--- src/rtl/fifo_pkg.sv ---
// Shared types for the FIFO controller: occupancy state encoding.
package fifo_pkg;

  typedef enum logic [1:0] {
    EMPTY   = 2'd0,
    PARTIAL = 2'd1,
    FULL    = 2'd2
  } fifo_state_e;

endpackage

--- src/rtl/fifo_ptr.sv ---
// Wrapping pointer: advances by one on inc, rolls over at 2**W.
module fifo_ptr #(
  parameter int W = 2
) (
  input  logic         clk,
  input  logic         reset,
  input  logic         inc,
  output logic [W-1:0] ptr
);

  // Natural binary wrap gives the modulo-depth behaviour for free.
  always_ff @(posedge clk) begin
    if (reset)    ptr <= '0;
    else if (inc) ptr <= ptr + 1'b1;
  end

endmodule

--- src/rtl/fifo_ctrl.sv ---
// FIFO controller: pointers, occupancy, status and sticky error flags for an
// external register file. Define FIFO_CTRL_WATERMARK_EN to enable the
// occupancy high-watermark register behind max_count; otherwise it reads 0.
module fifo_ctrl
  import fifo_pkg::*;
#(
  parameter int ADDR_WIDTH      = 2,
  parameter int ALMOST_FULL_TH  = 3,
  parameter int ALMOST_EMPTY_TH = 1
) (
  input  logic                clk,
  input  logic                reset,
  input  logic                wr,
  input  logic                rd,
  input  logic                clr_err,
  output logic                wr_en,
  output logic [ADDR_WIDTH-1:0] wr_addr,
  output logic [ADDR_WIDTH-1:0] rd_addr,
  output logic                full,
  output logic                empty,
  output logic                almost_full,
  output logic                almost_empty,
  output logic [ADDR_WIDTH:0] count,
  output logic                overflow,
  output logic                underflow,
  output logic [ADDR_WIDTH:0] max_count
);

  localparam logic [ADDR_WIDTH:0] DEPTH = (ADDR_WIDTH+1)'(1) << ADDR_WIDTH;
  localparam logic [ADDR_WIDTH:0] ONE   = (ADDR_WIDTH+1)'(1);
  localparam logic [ADDR_WIDTH:0] AF_TH = (ADDR_WIDTH+1)'(ALMOST_FULL_TH);
  localparam logic [ADDR_WIDTH:0] AE_TH = (ADDR_WIDTH+1)'(ALMOST_EMPTY_TH);

  fifo_state_e         state_q, state_d;
  logic                push, pop;
  logic [ADDR_WIDTH:0] count_nxt;

  // A push into a full FIFO is legal only when a pop frees the slot the same
  // cycle. Reset masks both so the register file sees no write during reset.
  assign push  = wr & (~full | rd) & ~reset;
  assign pop   = rd & ~empty & ~reset;
  assign wr_en = push;

  fifo_ptr #(.W(ADDR_WIDTH)) u_wr_ptr (
    .clk   (clk),
    .reset (reset),
    .inc   (push),
    .ptr   (wr_addr)
  );

  fifo_ptr #(.W(ADDR_WIDTH)) u_rd_ptr (
    .clk   (clk),
    .reset (reset),
    .inc   (pop),
    .ptr   (rd_addr)
  );

  // State register.
  always_ff @(posedge clk) begin
    if (reset) state_q <= EMPTY;
    else       state_q <= state_d;
  end

  // Next-state: only net occupancy changes move the state; simultaneous
  // push/pop holds it (including FULL, where both are accepted).
  always_comb begin
    state_d = state_q;
    unique case (state_q)
      EMPTY:   if (push) state_d = PARTIAL;
      PARTIAL: begin
        if (push && !pop && count == DEPTH - ONE)  state_d = FULL;
        else if (pop && !push && count == ONE)     state_d = EMPTY;
      end
      FULL:    if (pop && !push) state_d = PARTIAL;
      default: state_d = EMPTY;
    endcase
  end

  // Status outputs decoded from the registered state.
  always_comb begin
    empty = (state_q == EMPTY);
    full  = (state_q == FULL);
  end

  // Occupancy next value; shared by the count register and the watermark.
  always_comb begin
    count_nxt = count;
    if (push && !pop)      count_nxt = count + ONE;
    else if (pop && !push) count_nxt = count - ONE;
  end

  // Occupancy register.
  always_ff @(posedge clk) begin
    if (reset) count <= '0;
    else       count <= count_nxt;
  end

  assign almost_full  = (count >= AF_TH);
  assign almost_empty = (count <= AE_TH);

  // Sticky error flags; a new error in the clearing cycle stays visible.
  always_ff @(posedge clk) begin
    if (reset) begin
      overflow  <= 1'b0;
      underflow <= 1'b0;
    end else begin
      if (wr && full && !rd) overflow <= 1'b1;
      else if (clr_err)      overflow <= 1'b0;
      if (rd && empty)       underflow <= 1'b1;
      else if (clr_err)      underflow <= 1'b0;
    end
  end

`ifdef FIFO_CTRL_WATERMARK_EN
  // High watermark tracks the post-update occupancy; clr_err restarts it.
  always_ff @(posedge clk) begin
    if (reset || clr_err)       max_count <= '0;
    else if (count_nxt > max_count) max_count <= count_nxt;
  end
`else
  assign max_count = '0;
`endif

endmodule
--- config.mk ---
export PLATFORM = sky130hd
export DESIGN_NAME = fifo_ctrl
export DESIGN_NICKNAME = d
export VERILOG_FILES = /design/src/rtl/fifo_pkg.sv /design/src/rtl/fifo_ptr.sv /design/src/rtl/fifo_ctrl.sv
export SDC_FILE = /design/constraint.sdc
export NUM_CORES = 1
export LEC_CHECK = 0
export ABC_AREA = 1
export ABC_CLOCK_PERIOD_IN_PS = 1800
export BUFFER_PORTS_ARGS = -buffer_cell sky130_fd_sc_hd__buf_4
export CAP_MARGIN = 20
export CORE_ASPECT_RATIO = 0.7
export CORE_MARGIN = 2
export CORE_UTILIZATION = 25
export DETAILED_ROUTE_END_ITERATION = 8
export PLACE_DENSITY = 0.56
export SYNTH_ARGS = -nofsm -noshare
export SYNTH_HDL_FRONTEND = slang
export SYNTH_HIERARCHICAL = 1
export SYNTH_SLANG_ARGS = --single-unit
--- constraint.sdc ---
create_clock -name clk -period 1.8 [get_ports clk]
set_input_delay 0.27 -clock clk [delete_from_list [all_inputs] [get_ports clk]]
set_output_delay 0.27 -clock clk [all_outputs]
set_load 0.05 [all_outputs]
==> flow_summary.json, run 1 <==
{
  "via_count": 600,
  "finalCriticalPeriod_ns": 1.66,
  "clkSinkCount": 11,
  "fin_cells": 146,
  "io_pins": 22,
  "tritoncts.num_buffers": 3,
  "die_w_um": 64.0,
  "synth_top_family_by_area": "simple AND/OR/NAND/NOR gates",
  "synth_compound_area_frac": 0.129,
  "r2r_start": "state_q[1]",
  "whs_ns": 0.198,
  "synth_xor_area_frac": 0.0139,
  "cts-root-buf": "clkbuf_4",
  "clk_pin_slew_worst_paths_ns": 0.08,
  "rows": 15,
  "antennaDiodeCount": 0,
  "clk-insertion-delay-late_ns": 0.27,
  "antenna_found_initial": 0,
  "drcViolationCount": 0,
  "grt.overflow.total": 0,
  "final_common_cell": "buf_4",
  "grt_max_degree": 8,
  "core_area_um2": 2420,
  "yosysSeqAreaShare": 0.350,
  "wl_um": 1320,
  "rrSetupSlack_ns": 0.29,
  "viasPerCell": 4.11,
  "report.final.slew_viol_count": 0,
  "arrival_ns": 1.39,
  "skew_ns": 0.00417,
  "nFillCells": 260,
  "final.period_utilization": 0.921,
  "min_path_cells": 2,
  "cts_buffer_depth": 2,
  "max_freq_ghz": 0.603,
  "p_leak_nw": 0.398,
  "die_area_um2": 2940,
  "die_h_um": 46.0,
  "gp_congestion": 0.789,
  "timing_hold_violations_final": 0,
  "synthesis.instances": 90,
  "grt_pass1_wl_um": 2310,
  "synth-simple-area-share": 0.256,
  "cts_tree": "built",
  "cts.htree.levels": 1,
  "nets": 124,
  "worstSetupStartpointType": "flip-flop",
  "post_cts_buffers": 0,
  "track_usage": 0.103,
  "holdCritStartpoint": "clr_err",
  "hold_end": "overflow",
  "r2r_cells": 9,
  "drt_iter0_drc": 5,
  "first_global_vias": 536,
  "ys_top_cells_by_area": "dfxtp_1 (35%), ha_1 (12%), nand2_1 (8.9%)",
  "outcome": "finished, final reports clean",
  "ant_nets": 0,
  "critPathCaptureType": "output port",
  "synth_top_area_share": 0.350,
  "tns_ns": 0,
  "synth.cell_area_um2": 629,
  "ys_types": 19,
  "muxShareOfSynthArea": 0,
  "fin_ws_ns": 0.142,
  "reg2reg_to": "count[1]",
  "dp.cells": 142,
  "area_growth_pct": 36.8,
  "setup_viol": 0,
  "layout-drive-gt1-share": 0.321,
  "synth.avg_cell_area_um2": 6.99,
  "yosys.area_share.adder": 0.119,
  "p_per_area_nw_per_um2": 834,
  "ir_drop_mv": 0.411,
  "portBuffers": 18,
  "rsz0062_at_grt": "false",
  "avgRoutedWirePerCell_um": 9.02,
  "worstSetupPathType": "flip-flop to output port",
  "synth_top_cell_by_area": "dfxtp_1",
  "worst_ep_required_time_ns": 1.53,
  "pre_cts_ws_ns": 0.286,
  "crit_path_max_fanout": 5,
  "start_util": 0.260,
  "yosysWarnings": 6,
  "dp_hpwl_um": 1100,
  "cap_violations": 0,
  "hp-class": "primary input to flip-flop",
  "dr.pass1.iters": 4,
  "final_cell_mix": "buf_4 (19), nand2_1 (13), inv_1 (12)",
  "ys_ff_latch": 11
}
[worst max-delay path, stage by stage (launching register included)]
cell	delay (ns)
dfxtp_1	0.35
ha_1	0.21
ha_1	0.21
nor2_2	0.10
o21ai_2	0.06
buf_4	0.18
[what timing repair did]
action                     in CTS  in global routing
setup endpoints to repair       0                  1
hold buffers                    0                  0
resized for setup               0                  1
hold endpoints to repair        0                  0
[state kept, by name, indices dropped and copies added, names as in the netlist]
name / flops
count: 3
underflow: 1
u_rd_ptr/ptr: 2
overflow: 1
state_q: 2
u_wr_ptr/ptr: 2
[metrics by stage]
stage | util | area (µm²) | power (W)
6_report | 0.356 | 861 | 0.000718
5_1_grt | 0.356 | 861 | 0.000761
4_1_cts | 0.355 | 858 | 0.000724
3_5_place_dp | 0.343 | 831 | 0.000550
3_3_place_gp | 0.343 | 831 | 0.000551
2_1_floorplan | - | 668 | 0.000484
[logic make-up (layout without fill, tap and decap cells)]
family	count (synthesis)	after routing
AOI/OAI and AO/OA	15	15
and+or+nand+nor	38	38
xor gates and xnor gates	1	1
DFF	11	11
buffers and inverters	18	38
other	1	3
adders and majority gates	6	6
[synth_stat cells]
cell type and n:
conb_1 1, inv_2 2, nand3_1 6, a21oi_1 7
nand2_1 15, xnor2_1 1, ha_1 6, inv_1 13
o21a_1 1, nor3_1 1, dfxtp_1 11, o21ai_1 2
o22ai_1 1, buf_4 3, o211ai_1 1, nor2_1 12
o21ai_0 3, nand2_2 1, nor2_2 3
[worst max path at each step]
stage	startpoint	end	slack, ns	cells past startpoint
2_1_floorplan	state_q[1]	count[1]	-0.06	9
3_3_place_gp	state_q[1]	count[1]	0.30	9
3_5_place_dp	state_q[1]	count[1]	0.29	9
4_1_cts	count[0]	almost_full	0.09	5
5_1_grt	count[0]	almost_full	0.03	5
6_report	count[0]	almost_full	0.14	5
[final cells by class]
type,count,area (µm²),area share
multi-input cells,63,367,0.426
flip-flops and latches,11,221,0.257
repair buffers,19,143,0.166
inverters,15,60.1,0.0698
well taps,34,42.5,0.0494
clock buffers,3,22.5,0.0262
clock inverters,1,5.00,0.00581
[power by group]
group          internal [W]  total [W]  switching (W)
Combinational     0.0000831   0.000265       0.000182
Clock             0.0000824   0.000175      0.0000927
Sequential         0.000260   0.000278      0.0000180
Total              0.000425   0.000718       0.000293
[per-layer routing]
layer  track usage  wire [µm]  vias to the layer above
met5             0          0                        -
met4        0.0130          7                        0
met3        0.0446         62                        2
met2         0.169        604                       10
met1         0.131        642                      267
li1              -          -                      321
No activity file was read; power rests on OpenSTA's default activity.
==> inputs of run 2 (changes only) <==
--- a/config.mk
+++ b/config.mk
@@ -14,6 +14,7 @@
 export CORE_UTILIZATION = 25
 export DETAILED_ROUTE_END_ITERATION = 8
 export PLACE_DENSITY = 0.56
+export REMOVE_ABC_BUFFERS = 1
 export SYNTH_ARGS = -nofsm -noshare
 export SYNTH_HDL_FRONTEND = slang
 export SYNTH_HIERARCHICAL = 1
==> flow_summary.json, run 2 (synthesis gave the netlist of run 1 again) <==
{
  "r2r_cells": 10,
  "largest_reg_flops": 3,
  "rows": 15,
  "outcome": "finished, final reports clean",
  "portBuffers": 18,
  "dr.pass1.iters": 4,
  "antennaDiodeCount": 0,
  "cts_buffer_depth": 2,
  "skew_ns": 0.00106,
  "viasPerCell": 4.09,
  "crit_end": "almost_full",
  "ant_nets": 0,
  "hp-class": "primary input to flip-flop",
  "grt.overflow.total": 0,
  "cts.htree.levels": 1,
  "worstSetupPathType": "flip-flop to output port",
  "multi_input_area_um2": 343,
  "reg2reg_to": "count[2]",
  "grt_pass1_wl_um": 2060,
  "avgRoutedWirePerCell_um": 9.34,
  "final_common_cell": "buf_4",
  "worstSetupStartpointType": "flip-flop",
  "dpl-instance-area_um2": 800,
  "die_area_um2": 2940,
  "post-route-cell-area_um2": 832,
  "final.period_utilization": 0.934,
  "rrSetupSlack_ns": 0.22,
  "first_global_vias": 527,
  "crit_path_max_fanout": 4,
  "timing_hold_violations_final": 0,
  "wl_um": 1360,
  "final_util": 0.344,
  "area_growth_pct": 32.2,
  "p_leak_nw": 0.400,
  "cap_violations": 0,
  "cts_tree": "built",
  "setup_viol": 0,
  "cts_resized": 0,
  "r2r_start": "state_q[1]",
  "layout-drive-gt1-share": 0.277,
  "grt_max_degree": 8,
  "die_h_um": 46.0,
  "cts-root-buf": "clkbuf_4",
  "max_freq_ghz": 0.595,
  "critPathCaptureType": "output port",
  "post_cts_buffers": 0,
  "p_per_area_nw_per_um2": 849,
  "io_pins": 22,
  "worst_ep_required_time_ns": 1.53,
  "core_area_um2": 2420,
  "startpoint": "count[2]",
  "report.final.slew_viol_count": 0,
  "via_count": 597,
  "seqCellArea_um2": 221,
  "clk-insertion-delay-late_ns": 0.27,
  "track_usage": 0.0950,
  "tritoncts.num_buffers": 3,
  "clkSinkCount": 11,
  "dp_hpwl_um": 1110,
  "nFillCells": 257,
  "final_cell_mix": "buf_4 (19), nand2_1 (15), inv_1 (13)",
  "holdBufCountCts": 0,
  "ir_drop_mv": 0.330,
  "clk_pin_slew_worst_paths_ns": 0.07,
  "drcViolationCount": 0,
  "nets": 124,
  "rsz0062_at_grt": "false",
  "finalCriticalPeriod_ns": 1.68,
  "die_w_um": 64.0,
  "arrival_ns": 1.41,
  "gp_congestion": 0.774,
  "antenna_found_initial": 0,
  "regMostFlops": "count",
  "drt_iter0_drc": 16,
  "start_util": 0.260
}
run 2: final cells by class:
| class | count | share of cell area |
|---|---|---|
| Sequential cell | 11 | 0.266 |
| Multi-Input combinational cell | 63 | 0.412 |
| Inverter | 15 | 0.0677 |
| Clock buffer | 4 | 0.0316 |
| Timing Repair Buffer | 19 | 0.171 |
| Tap cell | 34 | 0.0511 |
run 2: per-stage QoR:
| stage | std cells | TNS, ns | total power (W) | hold WS (ns) | setup slack (ns) |
|---|---|---|---|---|---|
| after global routing | 146 | 0 | 0.000749 | 0.192 | 0.00663 |
| after floorplan | 89 | -1.44 | 0.000470 | 0.339 | -0.431 |
| after global placement | 142 | 0 | 0.000540 | 0.476 | 0.217 |
| after CTS | 146 | 0 | 0.000714 | 0.199 | 0.0856 |
| final | 146 | 0 | 0.000707 | 0.204 | 0.119 |
| after detailed placement | 142 | 0 | 0.000542 | 0.479 | 0.164 |
run 2: worst min path at each step:
stage,cells after the start,end,start,slack (ns)
6_report,2,underflow,clr_err,0.20
4_1_cts,2,underflow,clr_err,0.20
2_1_floorplan,1,state_q[0],reset,0.34
3_3_place_gp,2,overflow,overflow,0.48
5_1_grt,2,underflow,clr_err,0.19
3_5_place_dp,2,underflow,underflow,0.48
run 2: layer usage:
metal | part of all wire | global-route usage | wire (µm) | up-vias
li1 | - | - | - | 321
met1 | 0.48 | 0.107 | 650 | 264
met3 | 0.062 | 0.0569 | 84 | 2
met2 | 0.45 | 0.148 | 618 | 10
met5 | 0 | 0 | 0 | -
met4 | 0.0066 | 0.0391 | 9 | 0
run 2: worst max-delay path: stages, from the launching register on:
cell and delay [ns]:
dfxtp_1 0.40, inv_1 0.11, ha_1 0.24, nor2_2 0.11
o21ai_0 0.08, buf_4 0.19
run 2: power by group:
| part | total (W) | switching [W] | internal [W] |
|---|---|---|---|
| combinational | 0.000259 | 0.000179 | 0.0000797 |
| clock | 0.000170 | 0.0000840 | 0.0000858 |
| sequential | 0.000278 | 0.0000176 | 0.000261 |
| total | 0.000707 | 0.000281 | 0.000426 |
